==> src/rtl/ifmap_window_gen_pkg.sv <==
// Shared definitions for the 3x3 input-feature-map window generator:
// FSM encoding, window geometry and the window packing index.
package ifmap_window_gen_pkg;

  typedef enum logic [1:0] {
    IDLE = 2'd0,
    RUN  = 2'd1,
    DONE = 2'd2
  } fsm_state_t;

  localparam int unsigned WIN_PIX    = 9;
  localparam int unsigned PIX_W_DFLT = 8;
  localparam int unsigned WIN_W      = WIN_PIX * PIX_W_DFLT;

  // MSB of window element (r, c); element 0 (top-left) sits in the top byte.
  function automatic int unsigned win_msb(input int unsigned r,
                                          input int unsigned c,
                                          input int unsigned pix_w);
    return WIN_PIX * pix_w - 1 - pix_w * (3 * r + c);
  endfunction

endpackage

==> src/rtl/ifmap_window_gen_linebuf.sv <==
// One image row of delay: an enable-gated shift register whose output is
// the pixel written DEPTH accepted pixels earlier (same column, previous row).
module linebuf #(
  parameter int unsigned DEPTH = 8,
  parameter int unsigned PIX_W = 8
) (
  input  logic             clk,
  input  logic             en,
  input  logic [PIX_W-1:0] din,
  output logic [PIX_W-1:0] dout
);

  logic [PIX_W-1:0] mem [DEPTH];

  always_ff @(posedge clk) begin
    if (en) begin
      mem[0] <= din;
      for (int unsigned i = 1; i < DEPTH; i++) begin
        mem[i] <= mem[i-1];
      end
    end
  end

  assign dout = mem[DEPTH-1];

endmodule

==> src/rtl/ifmap_window_gen.sv <==
// Raster-order pixel stream to sliding 3x3 window generator feeding the
// conv top; one window per accepted pixel once row>=2 and col>=2.
module ifmap_window_gen
  import ifmap_window_gen_pkg::*;
#(
  parameter int unsigned IMG_W = 8,
  parameter int unsigned IMG_H = 8,
  parameter int unsigned PIX_W = PIX_W_DFLT
) (
  input  logic                       clk,
  input  logic                       rst_n,
  input  logic                       start,
  input  logic [PIX_W-1:0]           pix_in,
  input  logic                       pix_valid,
  output logic                       pix_ready,
  output logic [WIN_PIX*PIX_W-1:0]   ifmap_out,
  output logic                       win_valid,
  output logic                       state,
  output logic                       frame_done
);

  localparam int unsigned CW = $clog2(IMG_W);
  localparam int unsigned RW = $clog2(IMG_H);
  localparam logic [CW-1:0] COL_LAST = CW'(IMG_W - 1);
  localparam logic [RW-1:0] ROW_LAST = RW'(IMG_H - 1);
  localparam logic [CW-1:0] COL_TWO  = CW'(2);
  localparam logic [RW-1:0] ROW_TWO  = RW'(2);

  fsm_state_t fsm_q, fsm_d;
  logic [CW-1:0] col;
  logic [RW-1:0] row;
  logic          accept, last_pix, win_fire, first_win;
  logic [PIX_W-1:0] lb1_out, lb2_out;
  logic [PIX_W-1:0] win_q [3][3];
  logic [PIX_W-1:0] win_d [3][3];
  logic [WIN_PIX*PIX_W-1:0] win_packed;

  assign pix_ready = (fsm_q == RUN);
  assign accept    = pix_valid && pix_ready;
  assign last_pix  = (row == ROW_LAST) && (col == COL_LAST);
  assign win_fire  = accept && (row >= ROW_TWO) && (col >= COL_TWO);
  assign first_win = (row == ROW_TWO) && (col == COL_TWO);

  always_ff @(posedge clk) begin
    if (!rst_n) fsm_q <= IDLE;
    else        fsm_q <= fsm_d;
  end

  always_comb begin
    fsm_d = fsm_q;
    case (fsm_q)
      IDLE:    if (start) fsm_d = RUN;
      RUN:     if (accept && last_pix) fsm_d = DONE;
      DONE:    fsm_d = IDLE;
      default: fsm_d = IDLE;
    endcase
  end

  always_ff @(posedge clk) begin
    if (!rst_n) begin
      col <= '0;
      row <= '0;
    end else if (fsm_q == IDLE && start) begin
      col <= '0;
      row <= '0;
    end else if (accept) begin
      if (col == COL_LAST) begin
        col <= '0;
        row <= (row == ROW_LAST) ? '0 : row + 1'b1;
      end else begin
        col <= col + 1'b1;
      end
    end
  end

  // Chained: lb1 yields row r-1 at this column, lb2 yields row r-2.
  linebuf #(.DEPTH(IMG_W), .PIX_W(PIX_W)) u_lb1 (
    .clk  (clk),
    .en   (accept),
    .din  (pix_in),
    .dout (lb1_out)
  );

  linebuf #(.DEPTH(IMG_W), .PIX_W(PIX_W)) u_lb2 (
    .clk  (clk),
    .en   (accept),
    .din  (lb1_out),
    .dout (lb2_out)
  );

  always_comb begin
    for (int unsigned r = 0; r < 3; r++) begin
      win_d[r][0] = win_q[r][1];
      win_d[r][1] = win_q[r][2];
    end
    win_d[0][2] = lb2_out;
    win_d[1][2] = lb1_out;
    win_d[2][2] = pix_in;
  end

  always_comb begin
    win_packed = '0;
    for (int unsigned r = 0; r < 3; r++) begin
      for (int unsigned c = 0; c < 3; c++) begin
        win_packed[win_msb(r, c, PIX_W) -: PIX_W] = win_d[r][c];
      end
    end
  end

  // Window registers need no reset: an emitted window only ever holds
  // columns 0..2 or later of the current row, all written this frame.
  always_ff @(posedge clk) begin
    if (accept) win_q <= win_d;
  end

  always_ff @(posedge clk) begin
    if (!rst_n) begin
      ifmap_out  <= '0;
      win_valid  <= 1'b0;
      state      <= 1'b0;
      frame_done <= 1'b0;
    end else begin
      win_valid  <= win_fire;
      state      <= win_fire && first_win;
      frame_done <= (fsm_q == DONE);
      if (win_fire) ifmap_out <= win_packed;
    end
  end

endmodule

==> config.mk <==
export PLATFORM = sky130hd
export DESIGN_NAME = ifmap_window_gen
export DESIGN_NICKNAME = d
export VERILOG_FILES = /design/src/rtl/ifmap_window_gen_pkg.sv /design/src/rtl/ifmap_window_gen_linebuf.sv /design/src/rtl/ifmap_window_gen.sv
export SDC_FILE = /design/constraint.sdc
export NUM_CORES = 1
export LEC_CHECK = 0
export CELL_PAD_IN_SITES_DETAIL_PLACEMENT = 1
export CELL_PAD_IN_SITES_GLOBAL_PLACEMENT = 2
export CORE_UTILIZATION = 43
export DETAILED_ROUTE_END_ITERATION = 10
export PLACE_DENSITY = 0.95
export SYNTH_ARGS = -nofsm -noshare
export SYNTH_HDL_FRONTEND = slang
export SYNTH_SLANG_ARGS = --single-unit
==> constraint.sdc <==
create_clock -name clk -period 9.1 [get_ports clk]
set_input_delay 1.82 -clock clk [delete_from_list [all_inputs] [get_ports clk]]
set_output_delay 1.82 -clock clk [all_outputs]
set_load 0.02 [all_outputs]
; ---- Word-level counts from Yosys, hierarchy flattened
; Memory sizes are Yosys's and may differ from the RTL's.
; Cells that the tools add are included.
[op_classes]
n_mux = 7
n_div = 0
n_eq_ne = 8
mul = 0
bitwise_logic = 1
order_cmp = 2
n_addsub = 2
n_reduce_logical = 12
n_shift = 0
[ops]
columns = op, n
row1 = 1-bit logical AND, 8
row2 = 3-bit by 1-bit adder with 3-bit output (second input constant), 2
row3 = 3-bit by 2-bit == test with 1-bit output (second input constant), 2
row4 = 3-bit == test (second input constant), 2
row5 = 3-bit by 2-bit greater-or-equal comparator with 1-bit output (second input constant), 2
row6 = 3-bit two-way mux, 2
row7 = 2-bit two-way mux, 2
row8 = 2-bit case mux with 2 select lines, 1
row9 = 2-bit AND reduction, 2
row10 = 2-bit by 1-bit == test with 1-bit output (second input constant), 1
row11 = 2-bit == test (second input constant), 1
row12 = 2-bit logical NOT, 1
row13 = 1-bit two-way mux, 2
row14 = 2-bit by 1-bit != test with 1-bit output (second input constant), 1
row15 = 2-bit != test (second input constant), 1
row16 = 2-bit OR reduction, 1
row17 = 1-bit inverter, 1
[totals]
inputBits = 12
mem_count = 2
romBits = 0
wordCells = 47
latchBits = 0
mem_bits_rw = 128
register_bits = 131
[memory_table]
columns = name, words, word_bits, rd, rd_clocked_by_memory_dff, write_ports, line
row1 = u_lb1.mem, 8, 8, 8, 0, 8, ifmap_window_gen_linebuf.sv:13  ; logic [PIX_W-1:0] mem [DEPTH];
row2 = u_lb2.mem, 8, 8, 8, 0, 8, ifmap_window_gen_linebuf.sv:13

; ---- Depth between registers and ports, before layout
; Gate-level depths: netlist of run 1.
[depth]
depth_word = 5
mapped_depth = 7

; ---- By module
; From an unflattened synthesis of run 1, not the netlist that was laid out.
[unflattened]
cells_unflattened = 557
area_unflattened_um2 = 8834.7
[modules_own_cells]
columns = mod, cells_each, seq_area_each_um2, area_each_um2, n_inst
row1 = ifmap_window_gen, 413, 3103.0, 4870.9, 1
row2 = linebuf, 72, 1921.8, 1981.9, 2

; ---- Worst setup path after synthesis of run 1
; OpenSTA, ideal clock, no wires.
[synth_timing]
path_kind = input-to-reg
start = in pix_valid
end = reg ifmap_out[0]
arrival_time_ns = 4.389
path_stages = 6
path_buffers = 2
setup_time_ns = 0.072
required_time_ns = 9.028
setup_slack_ns = 4.639
path_cell_list = nand3b_4 -> inv_2 -> and2_4 -> buf_12 -> buf_12 -> mux2i_1
[synth_via]
elab_chain_cells = 3
[synth_rtl]
columns = item, line
row1 = "start, declared", ifmap_window_gen.sv:14  ; input logic pix_valid,
row2 = 1-bit logical AND, ifmap_window_gen.sv:39  ; assign accept = pix_valid && pix_ready;
row3 = named net accept, ifmap_window_gen.sv:32  ; logic accept, last_pix, win_fire, first_win;
row4 = 1-bit logical AND (2 in series), ifmap_window_gen.sv:41  ; assign win_fire = accept && (row >= ROW_TWO) && (col >= COL_TWO);
row5 = "end signal, assigned", ifmap_window_gen.sv:126  ; if (win_fire) ifmap_out <= win_packed;
row6 = "end, declared", ifmap_window_gen.sv:16  ; output logic [WIN_PIX*PIX_W-1:0] ifmap_out,
; The timed path passes the listed nets, and every way through them passes these cells.
; A chain may end at the register's enable or synchronous reset.

; ---- Worst setup path in the final report of run 1
[layout_timing]
start = in pix_valid
end = reg ifmap_out[11]
; The elaborated chain is that of the path after synthesis.

==> flow_summary_export.csv, run 1 <==
group,metric,value,unit
run_status,outcome,"completed",
setup_path,worst-r2r-setup-slack,6130,ps
route,drt-total-wl,14100,µm
sta,fin_ws,4760,ps
clock_network,clockBufferDepth,3,
setup_path,arrival,4760,ps
route,ant_nets,0,
floorplanning,initial_utilization,44.4,%
cells_and_area,num_antenna_cells,0,
placed_design,hpwl,8590,µm
route,drt_first_pass_iters,5,
clock_network,numClockSinks,227,
sta,final.setup.tns,0,ps
floorplanning,top_level_ports,88,
placed_design,place_ws,4180,ps
cells_and_area,final_cell_mix,"151 x nand2_1, 144 x edfxtp_1, 86 x clkdlybuf4s50_1",
route,drt_iter0_drc,210,
floorplanning,die-height,136,µm
cells_and_area,syn_to_final_growth,22.2,%
worst_hold_path,hold_class,"reg -> reg",
route,wl_per_cell,16.7,µm
power,vdd_drop_max,0.134,mV
sta,clock.fmax,230,MHz
logic_synthesis,synth_area_leader_cell,"edfxtp_1",
floorplanning,placementRows,48,
setup_path,cp.required,9520,ps
logic_synthesis,syn_area,7750,µm²
setup_path,path_class,"in -> reg",
logic_synthesis,syn_avg_cell_area,15.2,µm²
logic_synthesis,netlist_instances,509,
setup_path,cpPeakStageDelay,720,ps
logic_synthesis,synth_top_cells_by_area,"edfxtp_1 56%, dfxtp_1 21%, mux2i_1 9.3%",
clock_network,cts_resized,0,
flow_run,drv_cap,0,
logic_synthesis,syn-num-nets,527,
power,power.density,223,nW/µm²
global_routing,overflow,0,
route,drc,0,
placed_design,routabilityCongestion,0.739,
sta,skew,9.84,ps
clock_network,cts_setup_buffers,0,
placed_design,portBuffers,87,
global_routing,track_usage,15.7,%
clock_network,cts_made_buffers,23,
sta,finalCriticalPeriod,4340,ps
sta,slew_headroom,26.0,%
power,p_leak,3.16,nW
logic_synthesis,synthArstFlopShare,0,%
logic_synthesis,synth_cell_type_count,26,
global_routing,grt_max_degree,114,
sta,post-route-period-util,47.7,%
setup_path,crit_buf_inv,3,
cells_and_area,final_area,9470,µm²
clock_network,clk_pin_slew,60,ps
logic_synthesis,synth-edff-count,144,
setup_path,crit_fanout,86,
route,via_count,4159,
sta,tightest_slew,1110,ps
logic_synthesis,synth-seq-cells,227,
logic_synthesis,seq_area_frac_synth,77.2,%
setup_path,start_kind,"input pin",
global_routing,grt_antenna_before_repair,0,
setup_path,end_kind,"register",
setup_path,critPathTopFamily,"buffers and inverters",
clock_network,hold_buffers,0,
clock_network,clk_latency,500,ps
sta,setup_violations,0,
logic_synthesis,yosys_warnings,0,
cells_and_area,fin_cells,842,
placed_design,placedInstanceArea,8710,µm²
clock_network,cts_tree,"built",
cells_and_area,layout_commonest_cell,"nand2_1",
logic_synthesis,synth_ff_type,"edfxtp_1",
clock_network,cts_max_level,1,
clock_network,clockRootBuffer,"clkbuf_16",
global_routing,grt_pass1_wl,22700,µm
setup_path,critPathSlowestCell,"and2_4",
sta,slew_violations,0,
route,viasPerCell,4.94,
placed_design,dp.cells,800,
floorplanning,die-area,18600,µm²
floorplanning,core_area,17500,µm²
sta,hold_viol_final,0,
setup_path,path_cells,"clkdlybuf4s50_1 -> nand3b_4 -> inv_6 -> and2_4 -> buf_4 -> mux2i_1",
cells_and_area,drive_above_1_share,6.32,%
cells_and_area,layout.nets,618,
global_routing,grt_pass1_vias,4438,
cells_and_area,num-fill-cells,1665,
floorplanning,die_x,136,µm
logic_synthesis,synth.top_cell.area_share,55.8,%
sta,rsz0062_at_grt,"false",
-- metrics by stage --
stage | util (%) | power, mW | hold WS (ps)
2_1_floorplan | - | 1.17 | 400
3_3_place_gp | 49.8 | 1.19 | 401
3_5_place_dp | 49.8 | 1.19 | 406
4_1_cts | 54.2 | 2.14 | 417
5_1_grt | 54.2 | 2.18 | 418
6_report | 54.2 | 2.11 | 414
-- Yosys cell counts (2+ instances only) --
| master | count |
|---|---|
| mux2i_1 | 72 |
| dfxtp_1 | 83 |
| inv_1 | 3 |
| ha_1 | 6 |
| buf_12 | 8 |
| or3_1 | 3 |
| clkbuf_1 | 16 |
| a21oi_1 | 6 |
| nor3_1 | 2 |
| nand2_1 | 151 |
| edfxtp_1 | 144 |
-- per-layer routing --
layer / GRT usage, % / routed length [µm]
met5: 0 / 0
met4: 4.69 / 369
met3: 3.95 / 754
met2: 27.3 / 7060
met1: 19.3 / 5900
-- cell type report --
class                   instances  area, µm²  area share (%)
repair buffers                 90        891            9.40
multi-input cells             254       1530            16.2
flip-flops and latches        227       5990            63.2
well taps                     225        282            2.97
inverters                       4       20.0           0.211
clock inverters                 8        116            1.23
clock buffers                  34        647            6.83
-- kinds of logic after synthesis --
kind of cell,share of synthesized area [%]
compound gates,0.775
fa+ha+maj,0.968
buf+inv,3.03
flops,77.2
mux,9.29
simple gates,8.73
-- where the power goes --
group / switching [mW] / leakage [nW] / internal [mW]
Sequential: 0.00895 / 2.00 / 1.12
Clock: 0.370 / 0.372 / 0.577
Combinational: 0.0296 / 0.790 / 0.00977
Total: 0.408 / 3.16 / 1.71
-- sequential cells by signal, summed over array words and instances (netlist names) --
name	cells
u_lb2.mem	50
ifmap_out	72
fsm_q	2
win_d	30
win_valid	1
row	3
u_lb1.mem	64
frame_done	1
state	1
col	3
-- path summary, 6_finish.rpt --
kind	cells after the start	startpoint	end
worst max register to register	5	fsm_q[0]	ifmap_out[11]
worst min-delay path	0	u_lb1.mem[6][6]	u_lb1.mem[7][6]
worst max-delay path	6	pix_valid	ifmap_out[11]
worst min register to register	0	u_lb1.mem[6][6]	u_lb1.mem[7][6]
-- worst register-to-register path, cell delays in order (launching register included) --
cell      delay (ps)
dfxtp_1          460
nand3b_4         180
inv_6            540
and2_4           730
buf_4            680
mux2i_1          310
Note: power is estimated with default switching activity, not from simulation.
==> run 2: changes to the inputs <==
- CORE_UTILIZATION: 43 -> 36
- PLACE_DENSITY: 0.95 -> 0.86
- clock period: 9.1 -> 3.6 ns (I/O delays scaled with it)
==> run 2 against run 1 <==
Net effect:
- final cell count is 6.3% higher
- core utilization shrank 8.8 points
- critical path depth fell by 4
- non-clock buffer count increased by 2
- flip-flop and latch count did not move
- setup slack lost 3600 ps
- via count decreased by 0.96%
- power grew to 2.5 times the previous value
- register-to-register slack got worse by 4500 ps
- clock power rose by 150%
- highest routed layer unchanged
==> flow_summary_export.csv, run 2 (synthesized netlist as in run 1, its figures left out) <==
group,metric,value,unit
floorplanning,core_area,21100,µm²
clock_network,clk_pin_slew,60,ps
clock_network,cts_max_level,1,
setup_path,cp.required,2880,ps
sta,slew_violations,0,
worst_hold_path,hold_class,"reg -> reg",
clock_network,clockRootBuffer,"clkbuf_16",
setup_path,crit_fanout,6,
worst_hold_path,whs_endpoint,"u_lb2.mem[1][22]",
cells_and_area,layout.nets,621,
setup_path,start_kind,"register",
flow_run,drv_cap,0,
route,via_count,4119,
floorplanning,die-height,149,µm
sta,fin_ws,1150,ps
cells_and_area,final_cell_mix,"151 x nand2_1, 144 x edfxtp_1, 86 x clkdlybuf4s50_1",
global_routing,grt_pass1_wl,22500,µm
floorplanning,placementRows,53,
placed_design,portBuffers,87,
clock_network,clockBufferDepth,3,
route,drt-total-wl,13800,µm
route,drt_iter0_drc,153,
cells_and_area,num-fill-cells,2113,
sta,final.setup.tns,0,ps
setup_path,worst-r2r-setup-slack,1670,ps
setup_path,reg2reg_from,"fsm_q[0]",
global_routing,grt_antenna_before_repair,0,
cells_and_area,top_regs,"ifmap_out: 72 flops, u_lb1.mem: 64 flops, u_lb2.mem: 50 flops",
sta,hold_ws,415,ps
route,ant_nets,0,
clock_network,numClockSinks,227,
setup_path,end_kind,"output pin",
sta,slew_headroom,45.0,%
route,drc,0,
clock_network,cts_resized,0,
clock_network,clk_latency,500,ps
cells_and_area,largest_register,"ifmap_out",
floorplanning,top_level_ports,88,
global_routing,track_usage,12.9,%
floorplanning,die-area,22100,µm²
sta,tightest_slew,825,ps
route,viasPerCell,4.60,
setup_path,r2r_cells,5,
clock_network,cts_tree,"built",
route,wl_per_cell,15.5,µm
placed_design,hpwl,8310,µm
floorplanning,die_x,149,µm
placed_design,routabilityCongestion,0.734,
cells_and_area,layout_commonest_cell,"nand2_1",
clock_network,cts_made_buffers,24,
sta,finalCriticalPeriod,2450,ps
sta,clock.fmax,408,MHz
run_status,outcome,"completed",
cells_and_area,num_antenna_cells,0,
clock_network,hold_buffers,0,
power,power.density,554,nW/µm²
cells_and_area,syn_to_final_growth,23.6,%
cells_and_area,largest_register_ffs,72,
global_routing,overflow,0,
worst_hold_path,hold_start,"u_lb2.mem[1][14]",
sta,skew,6.61,ps
setup_path,path_class,"reg -> out",
power,vdd_drop_max,0.337,mV
sta,setup_violations,0,
worst_hold_path,hold_depth,0,
sta,hold_viol_final,0,
setup_path,cp-startpoint,"fsm_q[0]",
global_routing,grt_pass1_vias,4407,
cells_and_area,drive_above_1_share,6.94,%
floorplanning,initial_utilization,36.8,%
sta,post-route-period-util,68.1,%
sta,rsz0062_at_grt,"false",
setup_path,r2r-end,"state",
global_routing,grt_max_degree,150,
route,drt_first_pass_iters,4,
clock_network,cts_setup_buffers,0,
power,p_leak,3.19,nW
setup_path,arrival,1730,ps
placed_design,place_ws,927,ps
-- run 2: cell types whose count changed in the layout (fill, tap and decap cells not counted), sizes merged --
cell | previous run | this run
inv | 5 | 4
bufinv | 3 | 1
clkinv | 4 | 8
buf | 4 | 6
-- run 2: metrics by stage --
step	utilization [%]	cell area, µm²	power (mW)	cells
after floorplan	-	7750	2.96	509
after global placement	41.9	8830	3.00	852
after detailed placement	41.9	8830	3.01	852
after CTS	45.4	9580	5.38	895
after global routing	45.4	9580	5.50	895
final	45.4	9580	5.30	895
-- run 2: power breakdown --
part / internal, mW / total, mW / switching [mW]
Clock: 1.40 / 2.35 / 0.956
Sequential: 2.83 / 2.85 / 0.0215
Combinational: 0.0275 / 0.102 / 0.0746
-- run 2: worst max-delay path, stage by stage (launching register included) --
cell	delay [ps]
dfxtp_1	460
nor2b_1	170
clkdlybuf4s50_1	610
-- run 2: metal layers --
metal	part of all wire, %	GRT usage (%)	vias to the layer above	wire, µm
met5	0	0	-	0
met4	2.5	4.23	0	349
met3	6.9	4.25	29	956
met2	48	21.6	102	6600
met1	43	15.5	2026	5940
li1	-	-	1962	-
-- run 2: worst max path at each step --
stage | slack, ps | to | cells after the start
after floorplan | 240 | ifmap_out[0] | 6
after global placement | 1030 | state | 6
after detailed placement | 930 | state | 6
after CTS | 1120 | pix_ready | 2
after global routing | 1060 | pix_ready | 2
final | 1150 | pix_ready | 2
-- run 2: cell type report --
type / instances / area (µm²) / share of cell area (%)
timing repair buffer: 92 / 943 / 9.85
multi-input combinational: 254 / 1530 / 16.0
clock buffer: 34 / 689 / 7.20
sequential: 227 / 5990 / 62.5
clock inverter: 9 / 66.3 / 0.692
inverter: 4 / 20.0 / 0.209
tap: 275 / 344 / 3.59
